--- config.mk ---
export PLATFORM = sky130hd
export DESIGN_NAME = alu_operand_stage
export DESIGN_NICKNAME = d
export VERILOG_FILES = /design/src/rtl/cpu_pkg.sv /design/src/rtl/imm_extend.sv /design/src/rtl/alu_operand_stage.sv
export SDC_FILE = /design/constraint.sdc
export NUM_CORES = 1
export LEC_CHECK = 0
export BUFFER_PORTS_ARGS = -buffer_cell sky130_fd_sc_hd__buf_2
export CORE_MARGIN = 3
export CORE_UTILIZATION = 40
export CTS_CLUSTER_DIAMETER = 150
export CTS_CLUSTER_SIZE = 24
export DETAILED_ROUTE_END_ITERATION = 10
export GPL_TIMING_DRIVEN = 0
export PLACE_DENSITY = 0.76
export SETUP_SLACK_MARGIN = 0.05
export SYNTH_ARGS = -nofsm -noshare
export SYNTH_HDL_FRONTEND = slang
export SYNTH_SLANG_ARGS = --single-unit
--- constraint.sdc ---
create_clock -name CLK -period 2 [get_ports CLK]
set_clock_uncertainty 0.05 [all_clocks]
set_input_delay 0.2 -clock CLK [delete_from_list [all_inputs] [get_ports CLK]]
set_output_delay 0.2 -clock CLK [all_outputs]
set_load 0.05 [all_outputs]
--- src/rtl/cpu_pkg.sv ---
// cpu_pkg: shared operand-select encodings and constants for the ALU
// operand stage.
package cpu_pkg;

    // Operand A source select. Encoding 3 is reserved and decodes as zero.
    typedef enum logic [1:0] {
        SRC_A_REG  = 2'd0,
        SRC_A_PC   = 2'd1,
        SRC_A_ZERO = 2'd2
    } src_a_e;

    // Operand B source select.
    typedef enum logic [1:0] {
        SRC_B_REG  = 2'd0,
        SRC_B_IMM  = 2'd1,
        SRC_B_FOUR = 2'd2,
        SRC_B_ZERO = 2'd3
    } src_b_e;

    // Instruction-size constant used for return-address computation.
    // Zero-extended to the datapath width at the point of use.
    localparam int unsigned CONST_FOUR = 4;

endpackage : cpu_pkg

--- src/rtl/imm_extend.sv ---
// imm_extend: combinational sign/zero extension of a raw immediate to the
// datapath width. When IMM_W equals WIDTH the immediate passes unchanged.
module imm_extend #(
    parameter int IMM_W = 16,
    parameter int WIDTH = 32
) (
    input  logic [IMM_W-1:0] imm,
    input  logic             imm_signed,
    output logic [WIDTH-1:0] imm_ext
);

    generate
        if (IMM_W < 1 || IMM_W > WIDTH) begin : g_bad_width
            $error("imm_extend: IMM_W must be in 1..WIDTH");
        end

        if (IMM_W == WIDTH) begin : g_pass
            // Full-width immediate: nothing to extend.
            assign imm_ext = imm;
            logic unused_sign;
            assign unused_sign = imm_signed;
        end else begin : g_extend
            // Replicate the top immediate bit only for signed immediates.
            logic fill_bit;
            assign fill_bit = imm_signed & imm[IMM_W-1];
            assign imm_ext  = {{(WIDTH-IMM_W){fill_bit}}, imm};
        end
    endgenerate

endmodule : imm_extend

--- src/rtl/alu_operand_stage.sv ---
// alu_operand_stage: one registered pipeline slot that selects and holds the
// two ALU operands.
//
// Handshake: a word moves in on a rising CLK edge when IN_VALID && IN_READY,
// and moves out when OUT_VALID && OUT_READY. IN_READY is the combinational
// (!OUT_VALID || OUT_READY), so a full slot accepts a new word in the same
// cycle it is drained. Once OUT_VALID is high, OP_A/OP_B stay stable until
// the word is taken. FLUSH drops the held word (OUT_VALID clears) and wins
// over a simultaneous load; the operand registers keep their old contents.
//
// Optional feature: define ALU_OPERAND_FORWARD_EN to bypass FWD_DATA in place
// of REG_A/REG_B when the forwarded destination matches a nonzero source
// index. Without it the FWD_* ports are present but ignored.
module alu_operand_stage
    import cpu_pkg::*;
#(
    parameter int WIDTH = 32,
    parameter int IMM_W = 16,
    parameter int IDX_W = 5
) (
    input  logic             CLK,
    input  logic             RST,
    input  logic             IN_VALID,
    output logic             IN_READY,
    input  logic [WIDTH-1:0] REG_A,
    input  logic [WIDTH-1:0] REG_B,
    input  logic [IDX_W-1:0] RS_A,
    input  logic [IDX_W-1:0] RS_B,
    input  logic [IMM_W-1:0] IMM,
    input  logic             IMM_SIGNED,
    input  logic [WIDTH-1:0] PC,
    input  logic [1:0]       SEL_A,
    input  logic [1:0]       SEL_B,
    input  logic             FWD_VALID,
    input  logic [IDX_W-1:0] FWD_RD,
    input  logic [WIDTH-1:0] FWD_DATA,
    input  logic             FLUSH,
    output logic             OUT_VALID,
    input  logic             OUT_READY,
    output logic [WIDTH-1:0] OP_A,
    output logic [WIDTH-1:0] OP_B
);

    localparam logic [WIDTH-1:0] FOUR_EXT = WIDTH'(CONST_FOUR);

    logic [WIDTH-1:0] imm_ext;
    logic [WIDTH-1:0] reg_a_eff;
    logic [WIDTH-1:0] reg_b_eff;
    logic [WIDTH-1:0] next_a;
    logic [WIDTH-1:0] next_b;
    logic             load;

    imm_extend #(
        .IMM_W (IMM_W),
        .WIDTH (WIDTH)
    ) u_imm_extend (
        .imm        (IMM),
        .imm_signed (IMM_SIGNED),
        .imm_ext    (imm_ext)
    );

`ifdef ALU_OPERAND_FORWARD_EN
    logic fwd_hit_a;
    logic fwd_hit_b;

    // Register x0 is never a forwarding target; it always reads as REG_x.
    assign fwd_hit_a = FWD_VALID && (FWD_RD == RS_A) && (RS_A != '0);
    assign fwd_hit_b = FWD_VALID && (FWD_RD == RS_B) && (RS_B != '0);
    assign reg_a_eff = fwd_hit_a ? FWD_DATA : REG_A;
    assign reg_b_eff = fwd_hit_b ? FWD_DATA : REG_B;
`else
    // Forwarding disabled: register-file data is used as-is.
    assign reg_a_eff = REG_A;
    assign reg_b_eff = REG_B;
    logic unused_fwd;
    assign unused_fwd = ^{FWD_VALID, FWD_RD, FWD_DATA, RS_A, RS_B};
`endif

    // Operand A mux; reserved encoding falls through to zero.
    always_comb begin
        next_a = '0;
        case (SEL_A)
            SRC_A_REG:  next_a = reg_a_eff;
            SRC_A_PC:   next_a = PC;
            SRC_A_ZERO: next_a = '0;
            default:    next_a = '0;
        endcase
    end

    // Operand B mux; every encoding resolves to a defined value.
    always_comb begin
        next_b = '0;
        case (SEL_B)
            SRC_B_REG:  next_b = reg_b_eff;
            SRC_B_IMM:  next_b = imm_ext;
            SRC_B_FOUR: next_b = FOUR_EXT;
            SRC_B_ZERO: next_b = '0;
            default:    next_b = '0;
        endcase
    end

    assign IN_READY = !OUT_VALID || OUT_READY;
    assign load     = IN_VALID && IN_READY;

    // Pipeline slot: flush beats load, load beats drain, otherwise hold.
    always_ff @(posedge CLK or posedge RST) begin
        if (RST) begin
            OUT_VALID <= 1'b0;
            OP_A      <= '0;
            OP_B      <= '0;
        end else if (FLUSH) begin
            OUT_VALID <= 1'b0;
        end else if (load) begin
            OUT_VALID <= 1'b1;
            OP_A      <= next_a;
            OP_B      <= next_b;
        end else if (OUT_READY) begin
            OUT_VALID <= 1'b0;
        end
    end

endmodule : alu_operand_stage

==> results of run 1 <==
logic make-up (layout without fill, tap and decap cells):
kind of cell,count (synthesis),in the layout,share of synthesized area
mux,111,111,0.374
flops,65,65,0.455
simple gates,55,55,0.0666
buf+inv,39,242,0.0802
compound gates,17,17,0.0238
power breakdown:
group	total, mW	internal, mW	switching [mW]
Clock	1.08	0.608	0.472
Sequential	1.61	1.51	0.104
Combinational	1.62	0.554	1.07
sequential cells by signal (all words and copies together), names as in the netlist:
name	flops
OUT_VALID	1
OP_B	32
OP_A	32
per-stage QoR:
stage / setup slack (ps) / power (mW)
CTS: 388 / 4.37
finish: 377 / 4.32
floorplan: 124 / 2.83
detailed placement: 419 / 3.27
global route: 331 / 4.55
global placement: -662 / 3.23
worst max-delay path: cells and delay by family:
family                 cells  cell delay (ps)
AND/OR/NAND/NOR            1              190
buffers and inverters      4             1070
multiplexers               1              310
how the worst max path moves through the flow:
stage | cells after the start | endpoint | start
floorplan | 1 | OP_A[0]$_DFFE_PP0P_ | RST
global placement | 2 | OP_B[21]$_DFFE_PP0P_ | RST
detailed placement | 5 | OP_A[18]$_DFFE_PP0P_ | OUT_VALID$_DFFE_PP0P_
CTS | 6 | OP_A[18]$_DFFE_PP0P_ | FLUSH
global route | 6 | OP_A[18]$_DFFE_PP0P_ | FLUSH
finish | 6 | OP_A[18]$_DFFE_PP0P_ | FLUSH
layout make-up:
| class | instances | area share |
|---|---|---|
| multi-input cells | 183 | 0.342 |
| flip-flops and latches | 65 | 0.335 |
| repair buffers | 187 | 0.198 |
| plain buffers | 21 | 0.0451 |
| clock buffers | 13 | 0.0307 |
| well taps | 105 | 0.0271 |
| inverters | 18 | 0.0139 |
| clock inverters | 3 | 0.00825 |
routing by layer:
layer  GRT usage  up-vias
met5           0        -
met4      0.0653        0
met3      0.0498       12
met2       0.318      118
met1       0.227     1332
li1            -     1368
timing repair:
| item | in CTS | in global routing |
|---|---|---|
| buffers inserted | 0 | 0 |
| hold buffers | 2 | 0 |
| setup endpoints to repair | 0 | 0 |
| gates resized for setup | 0 | 0 |
| endpoints found under the hold margin | 35 | 0 |
cells in the final DEF (no fill, tap or decap), drive strengths merged:
cell type and n:
nor2b 1, clkbuf 17, mux2 48, nor3b 1, nand2b 1, bufinv 1
nor3 1, a21oi 17, and4b 1, dlygate4sd3 2, mux2i 63, inv 18
dfrtp 65, buf 202, clkinv 2, nor2 50
==> reports/metrics.cfg, run 1 <==
[routing]
wl_per_cell_um = 15.2
wl_met3_um = 755
dr_wl_met2_mm = 4.56
top_layer = met4
drc = 0
first_pass_iters = 4
vias_per_cell = 4.76
ant_nets = 0
drt_wl_total_mm = 9.03
routedLengthMet1_mm = 3.61
drt_iter0_drc = 43
num_vias = 2830

[pwr]
ir_drop_mv = 0.381
power_density_nw_per_um2 = 889
total_leakage_power_nw = 2.70

[job]
maxCapViolCount = 0

[synthesis]
syn_nets = 457
synth.distinct_cells = 18
ys_warn_count = 0
yosysMostFrequentCell = dfrtp_1
synthArstFlopShare = 1.00
synth-edff-count = 0
ys_seq_elements = 65
synth_area_leaders = dfrtp_1 (46%), mux2_4 (18%), mux2i_1 (18%)
ys_top_cells_by_count = dfrtp_1 (65), mux2i_1 (63), nor2_1 (49)
syn_area_per_cell_um2 = 12.4
synth-main-ff-cell = dfrtp_1
synthDominantCellAreaShare = 0.455
synth_area_leader_cell = dfrtp_1
seq_area_frac_synth = 0.455
syn_area_um2 = 3570
syn_inst = 287

[sta]
max_freq_mhz = 616
tns_ps = 0
rsz0062_at_grt = false
relSlewSlack = 0.507
final_hold_viol_count = 0
min_period_over_period = 0.811
finalMaxSlewViolations = 0
setup_viol = 0
hold-worst-slack_ps = 50.7
worstMarginPinSlew_ps = 739
fin_crit_ps = 1620

[worst_hold_path]
whs_endpoint = OUT_VALID$_DFFE_PP0P_
min-delay-path-class = in -> reg
hold_depth = 3
hp-start = IN_VALID

[critical_path]
critical_path_class = in -> reg
cp_cell_sequence = dlygate4sd3_1, buf_2, nor3b_2, buf_6, buf_12, mux2_4
timing.rr.start = OUT_VALID$_DFFE_PP0P_
worst-r2r-cell-count = 5
crit_slowest_cell = dlygate4sd3_1
startpoint_type = input port
reg2reg_slack_ps = 410
required_ps = 2150
max_stage_delay_ps = 530
arrival_ps = 1770
r2r-end = OP_A[18]$_DFFE_PP0P_
cp_max_fo = 10
critPathCaptureType = register

[grt]
antenna_found_initial = 0
grt_pass1_vias = 3036
grt_max_degree = 36
overflow = 0
grt_pass1_wl_mm = 14.9
grt_use_total = 0.186

[floorplan]
dieArea_um2 = 10100
row_count = 33
io_pins = 236
die_w_um = 101
die_h_um = 101
floorplan.initialDensity = 0.424
core_area_um2 = 8420

[clock_network]
tritoncts = yes
clk_latency_ps = 320
path_clk_slew_ps = 70
clockBufferDepth = 2
clockRootBuffer = clkbuf_8
htree_levels = 3
cts_inserted_buffers = 9
cts_sinks = 65

[place]
dp_cells = 577
dp_hpwl_mm = 7.09
place_congestion = 0.764
io_buffer_count = 184
placed_area_um2 = 4640

[finish]
drive_above_1_share = 0.545
nets = 655
final_area_um2 = 4850
final_core_util = 0.576
syn_to_final_growth_pct = 35.9
antennaDiodeCount = 0
multi_input_area_um2 = 1660
fin_cells = 595
regArea_um2 = 1630
fillCellCount = 740

[status]
status = finished clean

Note: power is estimated with default switching activity, not from simulation.
==> run 2: changes to the inputs <==
- CORE_UTILIZATION: 40 -> 38
- clock period: 2 -> 1.4 ns (I/O delays scaled with it)
==> run 2 against run 1 <==
Against the previous run: first-iteration DRC count up 47%; largest cell class unchanged; cell area up 4.1%; worst hold slack worse by 44 ps; register-to-register slack worse by 590 ps; sequential share of layout area down 1.3 points; clock power up 59%; the run now ends with negative setup slack left; total power up 49%; via count up 0.18%; utilization down 1.1 points; global-route usage down 1.9 points; sequential power up 43%.
==> reports/metrics.cfg, run 2 (synthesized netlist as in run 1, its figures left out) <==
[status]
status = finished with violations
failed_checks = negative setup slack

[pwr]
ir_drop_mv = 0.851  ; +120%
total_leakage_power_nw = 2.79  ; +3.5%
power_density_nw_per_um2 = 1270  ; +43%

[sta]
max_freq_mhz = 632
setup_viol = 63  ; +63
tns_ps = -8540  ; -8540 ps
rsz0062_at_grt = true
relSlewSlack = 0.350  ; -0.157
finalMaxSlewViolations = 0  ; unchanged
layout_setup_ws_ps = -181  ; -558 ps
fin_crit_ps = 1580
worstMarginPinSlew_ps = 970  ; +231 ps
min_period_over_period = 1.13
final_hold_viol_count = 0  ; unchanged

[finish]
nets = 668  ; +2.0%
final_area_um2 = 5050  ; +4.1%
final_core_util = 0.566  ; -0.0105
fillCellCount = 762  ; +3.0%
drive_above_1_share = 0.562  ; +0.0169
final_common_cell = buf_2
mostFrequentLayoutCells = buf_2 (185), dfrtp_1 (64), mux2i_1 (63)
antennaDiodeCount = 0  ; unchanged
syn_to_final_growth_pct = 41.5
reg_top3 = OP_A (32), OP_B (32), OUT_VALID (1)

[critical_path]
required_ps = 1560  ; -590 ps
crit_slowest_cell = dfrtp_2
startpoint_type = register
worst-r2r-cell-count = 5  ; unchanged
cp_cell_sequence = nor2b_4, nor3b_4, buf_6, buf_12, mux2_4
arrival_ps = 1740  ; -30 ps
max_stage_delay_ps = 410  ; -120 ps
critical_path_class = reg -> reg
critPathCaptureType = register
reg2reg_slack_ps = -180  ; -590 ps
timing.rr.start = OUT_VALID$_DFFE_PP0P_
cp_max_fo = 10  ; unchanged
r2r-end = OP_B[3]$_DFFE_PP0P_

[floorplan]
row_count = 34  ; +3.0%
dieArea_um2 = 10600  ; +4.9%
core_area_um2 = 8930  ; +6.1%
io_pins = 236  ; unchanged
die_w_um = 103  ; +2.4%
die_h_um = 103  ; +2.4%
floorplan.initialDensity = 0.400  ; -0.0242

[worst_hold_path]
hold_depth = 3  ; unchanged
min-delay-path-class = in -> reg
whs_endpoint = OUT_VALID$_DFFE_PP0P_
hp-start = IN_VALID

[place]
io_buffer_count = 184  ; unchanged
pre_cts_ws_ps = -203  ; -622 ps
place_congestion = 0.734  ; -4.0%
placed_area_um2 = 4650  ; +0.19%
dp_hpwl_mm = 6.67  ; -5.9%

[clock_network]
htree_levels = 3  ; unchanged
clk_latency_ps = 320  ; about the same
clockBufferDepth = 2  ; unchanged
path_clk_slew_ps = 70  ; about the same
cts_sinks = 65  ; unchanged
cts_inserted_buffers = 9  ; unchanged
clockRootBuffer = clkbuf_8
tritoncts = yes

[routing]
drt_wl_total_mm = 9.07  ; +0.45%
vias_per_cell = 4.65  ; -2.3%
ant_nets = 0  ; unchanged
drc = 0  ; unchanged
num_vias = 2835  ; +0.18%
drt_iter0_drc = 63  ; +47%
first_pass_iters = 4  ; unchanged
wl_per_cell_um = 14.9  ; -2.0%

[grt]
antenna_found_initial = 0  ; unchanged
grt_pass1_vias = 2913  ; -4.1%
overflow = 0  ; unchanged
grt_pass1_wl_mm = 14.0  ; -6.3%
grt_max_degree = 42  ; +17%
grt_use_total = 0.168  ; -0.0186

[job]
maxCapViolCount = 0  ; unchanged

run 2: worst max-delay path by stage:
stage | from | endpoint | slack [ps]
2_1_floorplan | OUT_VALID$_DFFE_PP0P_ | OP_A[10]$_DFFE_PP0P_ | -240
3_3_place_gp | OUT_VALID$_DFFE_PP0P_ | OP_B[7]$_DFFE_PP0P_ | -180
3_5_place_dp | OUT_VALID$_DFFE_PP0P_ | OP_B[1]$_DFFE_PP0P_ | -200
4_1_cts | OUT_VALID$_DFFE_PP0P_ | OP_B[5]$_DFFE_PP0P_ | -200
5_1_grt | OUT_VALID$_DFFE_PP0P_ | OP_B[5]$_DFFE_PP0P_ | -240
6_report | OUT_VALID$_DFFE_PP0P_ | OP_B[3]$_DFFE_PP0P_ | -180
run 2: critical path: cells and delay by family (launching register included):
family                 cells  cell delay [ps]
buffers and inverters      2              360
flip-flops                 1              410
multiplexers               1              300
AND/OR/NAND/NOR            2              330
run 2: area by class of cell:
type                       count  area [um^2]  area share
multi-input combinational    183         1680       0.333
buffer                        21          228      0.0451
tap                          108          135      0.0267
clock inverter                 3         65.1      0.0129
inverter                      18         71.3      0.0141
sequential                    65         1630       0.322
timing repair buffer         199         1100       0.217
clock buffer                  12          145      0.0287
timing repair inverter         1         5.00    0.000990
run 2: repair_timing:
action                                 4_1_cts  5_1_grt
buffers inserted                             6        6
cloned                                       2        1
setup endpoints to repair                   65       89
endpoints found under the hold margin       41        1
hold buffers                                 1        1
resized for setup                           17        1
run 2: per-stage QoR:
step	std cells	hold WS (ps)	total power [mW]
detailed placement	580	278	4.66
floorplan	287	153	4.04
global placement	579	268	4.62
global route	610	29.7	6.73
finish	610	6.48	6.41
CTS	604	-60.8	6.49
run 2: metal layers:
layer / up-vias / track usage / wire length, um
met4: 0 / 0.0418 / 87
met5: - / 0 / 0
li1: 1389 / - / -
met3: 6 / 0.0474 / 674
met1: 1332 / 0.209 / 3770
met2: 108 / 0.287 / 4540
run 2: where the power goes:
group / leakage, nW / switching, mW / internal (mW)
clock network: 0.106 / 0.683 / 1.04
logic: 1.85 / 1.53 / 0.842
registers: 0.841 / 0.154 / 2.16
total: 2.79 / 2.37 / 4.04
